**src/rtl/otter_ctrl_pkg.sv**
```systemverilog
// rtl/otter_ctrl_pkg.sv - shared state and PC-select encodings for the OTTER pipeline sequencer
package otter_ctrl_pkg;

    typedef enum logic [1:0] {
        RUN   = 2'd0,
        FLUSH = 2'd1,
        DRAIN = 2'd2,
        TRAP  = 2'd3
    } ctrl_state_t;

    localparam logic [2:0] PC_SRC_NPC    = 3'd0;
    localparam logic [2:0] PC_SRC_JALR   = 3'd1;
    localparam logic [2:0] PC_SRC_BRANCH = 3'd2;
    localparam logic [2:0] PC_SRC_JAL    = 3'd3;
    localparam logic [2:0] PC_SRC_MTVEC  = 3'd4;
    localparam logic [2:0] PC_SRC_MEPC   = 3'd5;

endpackage

```
**src/rtl/load_use_detect.sv**
```systemverilog
// rtl/load_use_detect.sv - flags an ID instruction that reads the destination of a load still in EX
module load_use_detect (
    input  logic [4:0] id_rs1,
    input  logic [4:0] id_rs2,
    input  logic       id_uses_rs1,
    input  logic       id_uses_rs2,
    input  logic [4:0] ex_rd,
    input  logic       ex_mem_read,
    input  logic       ex_valid,
    output logic       hazard
);

    logic rs1_hit;
    logic rs2_hit;

    assign rs1_hit = id_uses_rs1 && (id_rs1 == ex_rd);
    assign rs2_hit = id_uses_rs2 && (id_rs2 == ex_rd);

    // x0 never carries a real value, so a load targeting it cannot create a dependency
    assign hazard = ex_valid && ex_mem_read && (ex_rd != 5'd0) && (rs1_hit || rs2_hit);

endmodule

```
**src/rtl/pipeline_hazard_ctrl.sv**
```systemverilog
// rtl/pipeline_hazard_ctrl.sv - stall, flush, redirect and interrupt-entry sequencer for the OTTER pipe
module pipeline_hazard_ctrl
    import otter_ctrl_pkg::*;
#(
    parameter int DRAIN_CYCLES = 2,
    parameter int CNT_W        = 2
) (
    input  logic        CLK,
    input  logic        RST,
    input  logic [4:0]  id_rs1,
    input  logic [4:0]  id_rs2,
    input  logic        id_uses_rs1,
    input  logic        id_uses_rs2,
    input  logic [31:0] id_pc,
    input  logic [4:0]  ex_rd,
    input  logic        ex_memRead2,
    input  logic        ex_valid,
    input  logic [2:0]  ex_pc_source,
    input  logic        intr_req,
    output logic        pc_write,
    output logic        if_id_write,
    output logic        if_id_flush,
    output logic        id_ex_flush,
    output logic [2:0]  pc_source,
    output logic        int_taken,
    output logic [31:0] mepc_capture,
    output logic [1:0]  ctrl_state
);

    localparam logic [CNT_W-1:0] DRAIN_LOAD = CNT_W'(DRAIN_CYCLES - 1);

    ctrl_state_t      state;
    logic [CNT_W-1:0] drain_cnt;
    logic             load_use;
    logic             redirect;

    load_use_detect u_load_use_detect (
        .id_rs1      (id_rs1),
        .id_rs2      (id_rs2),
        .id_uses_rs1 (id_uses_rs1),
        .id_uses_rs2 (id_uses_rs2),
        .ex_rd       (ex_rd),
        .ex_mem_read (ex_memRead2),
        .ex_valid    (ex_valid),
        .hazard      (load_use)
    );

    assign redirect   = ex_valid && (ex_pc_source != PC_SRC_NPC);
    assign ctrl_state = state;

    always_ff @(posedge CLK or posedge RST) begin
        if (RST) begin
            state        <= RUN;
            drain_cnt    <= '0;
            mepc_capture <= 32'd0;
        end else begin
            case (state)
                RUN: begin
                    // redirect outranks the stall (ID is wrong-path) and both outrank interrupts
                    if (redirect) begin
                        state <= FLUSH;
                    end else if (!load_use && intr_req) begin
                        mepc_capture <= id_pc;
                        drain_cnt    <= DRAIN_LOAD;
                        state        <= DRAIN;
                    end
                end
                FLUSH: state <= RUN;
                DRAIN: begin
                    if (drain_cnt == '0) begin
                        state <= TRAP;
                    end else begin
                        drain_cnt <= drain_cnt - 1'b1;
                    end
                end
                TRAP:    state <= FLUSH;
                default: state <= RUN;
            endcase
        end
    end

    always_comb begin
        pc_write    = 1'b0;
        if_id_write = 1'b0;
        if_id_flush = 1'b0;
        id_ex_flush = 1'b0;
        pc_source   = PC_SRC_NPC;
        int_taken   = 1'b0;
        if (RST) begin
            if_id_flush = 1'b1;
            id_ex_flush = 1'b1;
        end else begin
            case (state)
                RUN: begin
                    if (redirect) begin
                        pc_source   = ex_pc_source;
                        pc_write    = 1'b1;
                        if_id_write = 1'b1;
                        if_id_flush = 1'b1;
                        id_ex_flush = 1'b1;
                    end else if (load_use) begin
                        id_ex_flush = 1'b1;
                    end else if (intr_req) begin
                        if_id_flush = 1'b1;
                        id_ex_flush = 1'b1;
                    end else begin
                        pc_write    = 1'b1;
                        if_id_write = 1'b1;
                    end
                end
                FLUSH: begin
                    // squashes the stale word still leaving the synchronous instruction memory
                    pc_write    = 1'b1;
                    if_id_write = 1'b1;
                    if_id_flush = 1'b1;
                    id_ex_flush = 1'b1;
                end
                DRAIN: begin
                    if_id_flush = 1'b1;
                    id_ex_flush = 1'b1;
                end
                TRAP: begin
                    pc_source   = PC_SRC_MTVEC;
                    pc_write    = 1'b1;
                    if_id_write = 1'b1;
                    int_taken   = 1'b1;
                    if_id_flush = 1'b1;
                    id_ex_flush = 1'b1;
                end
                default: begin
                    if_id_flush = 1'b1;
                    id_ex_flush = 1'b1;
                end
            endcase
        end
    end

endmodule

```
**config.mk**
```make
export PLATFORM = sky130hd
export DESIGN_NAME = pipeline_hazard_ctrl
export DESIGN_NICKNAME = d
export VERILOG_FILES = /design/src/rtl/otter_ctrl_pkg.sv /design/src/rtl/load_use_detect.sv /design/src/rtl/pipeline_hazard_ctrl.sv
export SDC_FILE = /design/constraint.sdc
export NUM_CORES = 1
export LEC_CHECK = 0
export BUFFER_PORTS_ARGS = -buffer_cell sky130_fd_sc_hd__buf_2
export CAP_MARGIN = 20
export CORE_AREA = 2 2 55 78
export DETAILED_ROUTE_END_ITERATION = 8
export DIE_AREA = 0 0 57 80
export HOLD_SLACK_MARGIN = 0.03
export PLACE_DENSITY_LB_ADDON = 0.25
export SYNTH_ARGS = -nofsm -noshare
export SYNTH_HDL_FRONTEND = slang
export SYNTH_SLANG_ARGS = --single-unit
```
**constraint.sdc**
```tcl
create_clock -name CLK -period 6.4 [get_ports CLK]
set_clock_uncertainty 0.05 [all_clocks]
set_input_delay 0.96 -clock CLK [delete_from_list [all_inputs] [get_ports CLK]]
set_output_delay 0.96 -clock CLK [all_outputs]
set_load 0.1 [all_outputs]
```
==> results of run 1 <==
==> registers in the layout, indices dropped and copies added, names as in the netlist <==
register      count
mepc_capture     32
ctrl_state        2
drain_cnt         2
==> per-layer routing <==
layer  share of wire (%)  vias up  GRT usage (%)
li1                    -      682              -
met1                  37      674           18.5
met2                  53       68           33.1
met3                 9.0        4           4.70
met4                 1.0        0           6.98
met5                   0        -              0
==> stage by stage <==
step | setup slack [ps] | std cells | utilization (%) | hold WS (ps)
finish | 2640 | 280 | 61.1 | 431
global route | 2480 | 280 | 61.1 | 454
CTS | 2620 | 280 | 61.1 | 435
detailed placement | 2630 | 273 | 59.1 | 419
global placement | 2740 | 273 | 59.1 | 415
floorplan | 768 | 136 | - | 439
==> how the worst max path moves through the flow <==
stage	startpoint	slack, ps	depth (start not counted)	to
final	ex_rd[2]	2640	7	if_id_flush
after global routing	ex_rd[2]	2480	7	if_id_flush
after CTS	ex_rd[2]	2620	7	if_id_flush
after detailed placement	ex_rd[2]	2630	7	if_id_flush
after global placement	ex_rd[4]	2740	7	if_id_flush
after floorplan	ctrl_state[0]	770	3	pc_source[0]
==> worst max-delay path, cell delays in order <==
cell      delay, ps
buf_2           130
xnor2_1         180
nand4_1         110
o22ai_1         470
a21boi_0        250
or3_1           350
buf_2           300
==> area by class of cell <==
cell class | count | area share [%]
Sequential cell | 36 | 38.3
Multi-Input combinational cell | 90 | 34.1
Timing Repair Buffer | 99 | 21.2
Clock buffer | 6 | 3.09
Tap cell | 43 | 2.29
Inverter | 5 | 0.798
Clock inverter | 1 | 0.213
==> cell usage in the layout (no fill, tap or decap) <==
master and count:
a2111o_1 1, a21boi_0 2, a21oi_1 2, a21oi_4 1, a221oi_1 1, a31oi_1 2
and2_1 1, buf_2 98, buf_4 1, clkbuf_1 1, clkbuf_8 5, clkinv_2 1
dfrtp_1 36, ha_1 5, inv_1 5, mux2_1 4, mux2_2 29, mux2i_1 2
nand2_1 9, nand2b_1 3, nand4_1 2, nor2_1 3, nor2b_1 1, nor3_1 2
nor4b_1 2, o2111ai_1 1, o21a_1 1, o22ai_1 2, o311a_4 1, o311ai_1 1
or3_1 2, xnor2_1 10
==> cells by family after synthesis <==
kind of cell | Yosys count
mux | 35
buf+inv | 10
xor+xnor | 10
flops | 36
simple gates | 25
fa+ha+maj | 5
compound gates | 15
==> impl_metrics.json, run 1 <==
{
  "outcome": "finished, final reports clean",
  "placed_area_sq_um": 2270,
  "min-delay-start": "mepc_capture[15]",
  "synth_common_cells": "dfrtp_1 (36), mux2_2 (29), xnor2_1 (10), nand2_1 (9)",
  "gp_congestion": 0.724,
  "arrival_ps": 2750,
  "die-area_sq_um": 4560,
  "antenna_found_initial": 0,
  "finalCritPeriodShare_pct": 58.8,
  "fmax_ghz": 0.266,
  "synth_top_cell_by_area": "dfrtp_1",
  "wire_per_inst_um": 13.6,
  "hold_depth": 1,
  "synth.most_common_cell": "dfrtp_1",
  "dp_hpwl_mm": 2.98,
  "synth-simple-area-share_pct": 7.29,
  "reg2regPathDepth": 7,
  "syn-cell-area_sq_um": 1770,
  "dr.pass1.iters": 4,
  "rrSetupSlack_ps": 3640,
  "final_antenna_net_count": 0,
  "cts_root_buf": "clkbuf_8",
  "grt-ovfl-total": 0,
  "slew_viol_final": 0,
  "grt_first_pass_wirelength_mm": 6.29,
  "grt_pass1_vias": 1443,
  "ys_warn_count": 0,
  "yosysSeqAreaShare_pct": 51.0,
  "cp-end-kind": "output pin",
  "syn_inst": 136,
  "drv_cap": 0,
  "ys_async_sr_fraction_pct": 100,
  "grtUsageTotal_pct": 17.8,
  "fill_cells": 349,
  "rsz0062_at_grt": "no",
  "grt_max_degree": 37,
  "hold_class": "flop to flop",
  "synth_top_area_share_pct": 51.0,
  "post_cts_buffers": 0,
  "synth.area.mux_share_pct": 22.2,
  "routed_via_density": 5.10,
  "synth_top_family_by_area": "multiplexers",
  "holdBufCountCts": 0,
  "synth.avg_cell_area_sq_um": 13.0,
  "worst_ep_required_time_ps": 5390,
  "chipHeight_um": 80,
  "critical_path_class": "input pin to output pin",
  "multi_input_area_sq_um": 803,
  "clock_path_buffers": 2,
  "numCtsBuffers": 5,
  "drt_iter0_drc": 44,
  "fin_tns_setup_ps": 0,
  "crit_fanout": 5,
  "ctsResizeCount": 0,
  "synth_xor_area_share_pct": 4.95,
  "r2r_start": "ctrl_state[1]",
  "worst_setup_path_start_kind": "input pin",
  "hold_end": "mepc_capture[15]",
  "tightest_slew_ps": 1040,
  "io_buffers": 98,
  "initial_utilization_pct": 45.9,
  "yosys-top-cells-area": "dfrtp_1 (51%), mux2_2 (18%), xnor2_1 (5.0%)",
  "synth_edf_count": 0,
  "clock_latency_ps": 280,
  "hold_violations": 0,
  "synthAdderAreaFrac_pct": 3.54,
  "clock_sinks": 36,
  "r2r-end": "mepc_capture[8]",
  "n_antenna_cell": 0,
  "ys.flop_type": "dfrtp_1",
  "htree_levels": 2,
  "nNetsFinal": 299,
  "synth.distinct_cells": 30,
  "clk_pin_slew_worst_paths_ps": 70,
  "syn_to_final_growth_pct": 33.1,
  "drc": 0,
  "fp.coreArea_sq_um": 3850,
  "vias": 1428,
  "setup_viol": 0,
  "finalCriticalPeriod_ps": 3760,
  "ys_ff_latch": 36,
  "rows": 27,
  "drive_gt1_share_pct": 57.4,
  "synthesis.nets": 198,
  "io_pins": 99,
  "die_w_um": 57,
  "seq_area_sq_um": 901,
  "slew_headroom_pct": 30.8,
  "fin_area_sq_um": 2350,
  "wirelength_mm": 3.82,
  "synth_compound_area_share_pct": 7.50,
  "cts_tree": "yes"
}
Power of run 1 is not shown: default switching activity piles up to over one toggle a cycle in this logic, so the estimate is an artifact.
==> inputs of run 2 (changes only) <==
CORE_AREA = 2 2 57 81   (was 2 2 55 78)
DIE_AREA = 0 0 59 83   (was 0 0 57 80)
clock period = 3.9 ns   (was 6.4 ns; I/O delays follow)
==> run 2 against run 1 <==
Compared with the run above:
- cell area rose by 1.7%
- hold slack got worse by 21 ps
- via count rose by 0.28%
- worst setup slack got worse by 1700 ps
- sequential cell count did not move
- register-to-register slack got worse by 2200 ps
- global-route usage fell by 1.6 points
- critical path depth did not move
- non-clock buffer count rose by 1
- wire length fell by 1.9%
- count of clock-buffer cells in the layout did not move
- final cell count rose by 1.4%
- critical path type unchanged
==> impl_metrics.json, run 2 (same netlist as run 1, synthesis figures left out) <==
{
  "holdBufCountCts": 0,
  "fin_util_pct": 57.9,
  "cpMaxStageDelayCell": "o22ai_1",
  "setup_viol": 0,
  "numCtsBuffers": 5,
  "vias": 1432,
  "met2_length_mm": 1.89,
  "layout_common_cells": "buf_2 (98), dfrtp_1 (36), mux2_2 (29)",
  "ctsResizeCount": 0,
  "post_cts_buffers": 0,
  "io_pins": 99,
  "fp.coreArea_sq_um": 4130,
  "tightest_slew_ps": 606,
  "hold_violations": 0,
  "grt-ovfl-total": 0,
  "grt_max_degree": 37,
  "wirelength_mm": 3.74,
  "hold_class": "input pin to async pin",
  "drc": 0,
  "final_antenna_net_count": 0,
  "rows": 28,
  "top_register": "mepc_capture",
  "syn_to_final_growth_pct": 35.3,
  "io_buffers": 98,
  "slew_viol_final": 0,
  "rrSetupSlack_ps": 1470,
  "wl_met1_mm": 1.47,
  "worst_setup_path_start_kind": "input pin",
  "wire_per_inst_um": 13.2,
  "die-area_sq_um": 4900,
  "critical_path_class": "input pin to output pin",
  "htree_levels": 2,
  "layout_commonest_cell": "buf_2",
  "fill_cells": 361,
  "wl_met3_um": 363,
  "clk_pin_slew_worst_paths_ps": 70,
  "crit_path_frequent_cell": "buf_2",
  "finalCritPeriodShare_pct": 75.8,
  "arrival_ps": 2320,
  "drive_gt1_share_pct": 57.7,
  "nNetsFinal": 300,
  "crit_path_max_incr_delay_ps": 460,
  "outcome": "finished, final reports clean",
  "clock_latency_ps": 280,
  "fmax_ghz": 0.338,
  "dp_hpwl_mm": 2.93,
  "grt_first_pass_wirelength_mm": 6.23,
  "crit_buf_inv": 2,
  "gp_congestion": 0.783,
  "drt_iter0_drc": 37,
  "grtUsageTotal_pct": 16.2,
  "grt_pass1_vias": 1463,
  "antenna_found_initial": 0,
  "crit_fanout": 5,
  "cp-end-kind": "output pin",
  "chipHeight_um": 83,
  "finalCriticalPeriod_ps": 2960,
  "rsz0062_at_grt": "no",
  "worst_ep_required_time_ps": 3260,
  "cts_root_buf": "clkbuf_8",
  "largest_reg_flops": 32,
  "drv_cap": 0,
  "crit_start": "ex_rd[3]",
  "routed_via_density": 5.04,
  "n_antenna_cell": 0,
  "clock_sinks": 36,
  "cp_top_family": "compound AO/OA/AOI/OAI gates",
  "die_w_um": 59,
  "cts_tree": "yes",
  "dr.pass1.iters": 4,
  "initial_utilization_pct": 42.8,
  "clock_path_buffers": 2,
  "slew_headroom_pct": 58.9,
  "top_layer_used": "met4",
  "path_cells": "buf_2 -> xnor2_1 -> nand4_1 -> o22ai_1 -> a21boi_0 -> or3_1 -> buf_2",
  "r2r_start": "ctrl_state[1]"
}
[run 2: path summary, 6_finish.rpt]
| kind | end | cells past startpoint |
|---|---|---|
| min in group CLK | mepc_capture[11] | 1 |
| max in group asynchronous | mepc_capture[7] | 3 |
| min reg2reg | mepc_capture[11] | 1 |
| min | mepc_capture[14] | 3 |
| max | if_id_flush | 7 |
| max reg2reg | mepc_capture[10] | 8 |
[run 2: cell type report]
cell class	instances	area (sq um)	area share, %
inverters	5	18.8	0.785
well taps	45	56.3	2.35
repair buffers	100	505	21.1
clock inverters	2	35.0	1.46
clock buffers	6	72.6	3.03
flip-flops and latches	36	901	37.7
multi-input cells	90	803	33.6
[run 2: metrics by stage]
| step | TNS (ps) | instances | worst slack, ps | hold WS [ps] | area [sq um] |
|---|---|---|---|---|---|
| final | 0 | 284 | 943 | 410 | 2390 |
| after floorplan | -3010 | 136 | -1360 | 439 | 1770 |
| after global routing | 0 | 284 | 829 | 451 | 2390 |
| after global placement | 0 | 276 | 975 | 415 | 2280 |
| after detailed placement | 0 | 276 | 957 | 429 | 2280 |
| after CTS | 0 | 284 | 958 | 427 | 2390 |
[run 2: metal layers]
metal	track usage, %	vias up
li1	-	685
met1	17.6	674
met2	28.7	71
met3	5.45	2
met4	4.96	0
met5	0	-
[run 2: worst reg2reg max path: stages, from the launching register on]
cell,delay [ps]
dfrtp_1,440
inv_1,90
ha_1,300
o311ai_1,220
and2_1,240
nand2_1,90
a21oi_4,100
buf_4,380
mux2_2,400
Power of run 2 is left out for the same reason.
==> inputs of run 3 (changes only) <==
clock period = 3.1 ns   (was 3.9 ns; I/O delays follow)
==> run 3 against run 2 <==
Compared with the run above:
- final cell count rose by 0.35%
- worst setup slack lost 560 ps
- core utilization increased by 1.1 points
- sequential share of layout area fell by 0.61 points
- cell area is 1.9% higher
- hold slack worse by 93 ps
- critical endpoint unchanged
- highest routed layer unchanged
==> impl_metrics.json, run 3 (same netlist as run 1, synthesis figures left out) <==
{
  "fmax_ghz": 0.368,
  "tightest_slew_ps": 663,
  "die-area_sq_um": 4900,
  "cts_tree": "yes",
  "cp-end-kind": "output pin",
  "final_antenna_net_count": 0,
  "cp_top_family": "compound AO/OA/AOI/OAI gates",
  "syn_to_final_growth_pct": 37.9,
  "vias": 1429,
  "initial_utilization_pct": 42.8,
  "finalCritPeriodShare_pct": 87.6,
  "io_pins": 99,
  "fin_area_sq_um": 2440,
  "r2r_start": "ctrl_state[1]",
  "antenna_found_initial": 0,
  "grtUsageTotal_pct": 17.0,
  "numCtsBuffers": 5,
  "grt_first_pass_wirelength_mm": 6.44,
  "routed_via_density": 5.01,
  "nNetsFinal": 301,
  "crit_start": "ex_rd[1]",
  "top_register": "mepc_capture",
  "placed_area_sq_um": 2330,
  "fill_cells": 354,
  "slew_viol_final": 0,
  "cp_num_cells": 6,
  "critical_path_class": "input pin to output pin",
  "worst_setup_path_start_kind": "input pin",
  "layout_commonest_cell": "buf_2",
  "largest_reg_flops": 32,
  "seq_area_sq_um": 903,
  "rrSetupSlack_ps": 740,
  "path_cells": "buf_2 -> or3_1 -> o311a_4 -> a21boi_0 -> or3_1 -> buf_2",
  "rsz0062_at_grt": "no",
  "cts_root_buf": "clkbuf_8",
  "chipHeight_um": 83,
  "n_antenna_cell": 0,
  "drv_cap": 0,
  "htree_levels": 2,
  "fin_tns_setup_ps": 0,
  "grt_pass1_vias": 1509,
  "preCtsSetupSlack_ps": 376,
  "crit_buf_inv": 2,
  "drive_gt1_share_pct": 60.4,
  "reg2regPathDepth": 8,
  "die_w_um": 59,
  "finalCriticalPeriod_ps": 2720,
  "wire_per_inst_um": 13.9,
  "crit_fanout": 5,
  "slew_headroom_pct": 55.8,
  "multi_input_area_sq_um": 840,
  "r2r-end": "mepc_capture[9]",
  "grt-ovfl-total": 0,
  "clock_sinks": 36,
  "crit_path_max_incr_delay_ps": 410,
  "wirelength_mm": 3.97,
  "endpoint": "if_id_flush",
  "layout_common_cells": "buf_2 (98), dfrtp_1 (34), mux2_2 (29)",
  "worst_ep_required_time_ps": 2580,
  "hold_violations": 0,
  "dr.pass1.iters": 4,
  "hold_class": "input pin to async pin",
  "clock_latency_ps": 290,
  "drt_iter0_drc": 30,
  "fp.coreArea_sq_um": 4130,
  "arrival_ps": 2200,
  "outcome": "finished, final reports clean",
  "gp_congestion": 0.811,
  "holdBufCountCts": 0,
  "drc": 0,
  "grt_max_degree": 34,
  "clk_pin_slew_worst_paths_ps": 70,
  "ctsResizeCount": 0,
  "clock_path_buffers": 2,
  "post_cts_buffers": 0,
  "setup_viol": 0,
  "rows": 28,
  "cpMaxStageDelayCell": "or3_1",
  "dp_hpwl_mm": 3.08,
  "io_buffers": 98,
  "worst_slack_ps": 384
}
## run 3: area by class of cell
| class | count | area share [%] |
|---|---|---|
| multi-input combinational | 90 | 34.4 |
| clock inverter | 2 | 1.44 |
| tap | 45 | 2.31 |
| inverter | 5 | 0.770 |
| timing repair buffer | 101 | 21.0 |
| sequential | 36 | 37.0 |
| clock buffer | 6 | 2.98 |
## run 3: worst min-delay path by stage
stage / slack [ps] / to / cells after the start
global placement: 410 / mepc_capture[11] / 1
floorplan: 440 / drain_cnt[1] / 2
global route: 330 / mepc_capture[15] / 2
detailed placement: 420 / mepc_capture[15] / 1
CTS: 330 / mepc_capture[15] / 2
finish: 320 / ctrl_state[1] / 2
## run 3: through the flow
step	std cells	utilization (%)	hold WS, ps
floorplan	136	-	439
global placement	277	56.4	414
detailed placement	277	56.4	424
CTS	285	59.0	332
global route	285	59.0	335
finish	285	59.0	318
## run 3: layer usage
| layer | track usage (%) | vias to the layer above | wire, um |
|---|---|---|---|
| met1 | 17.4 | 673 | 1550 |
| met3 | 4.21 | 10 | 219 |
| met2 | 30.4 | 59 | 2090 |
| met5 | 0 | - | 0 |
| met4 | 8.88 | 0 | 106 |
| li1 | - | 687 | - |
Power of run 3 is left out for the same reason.
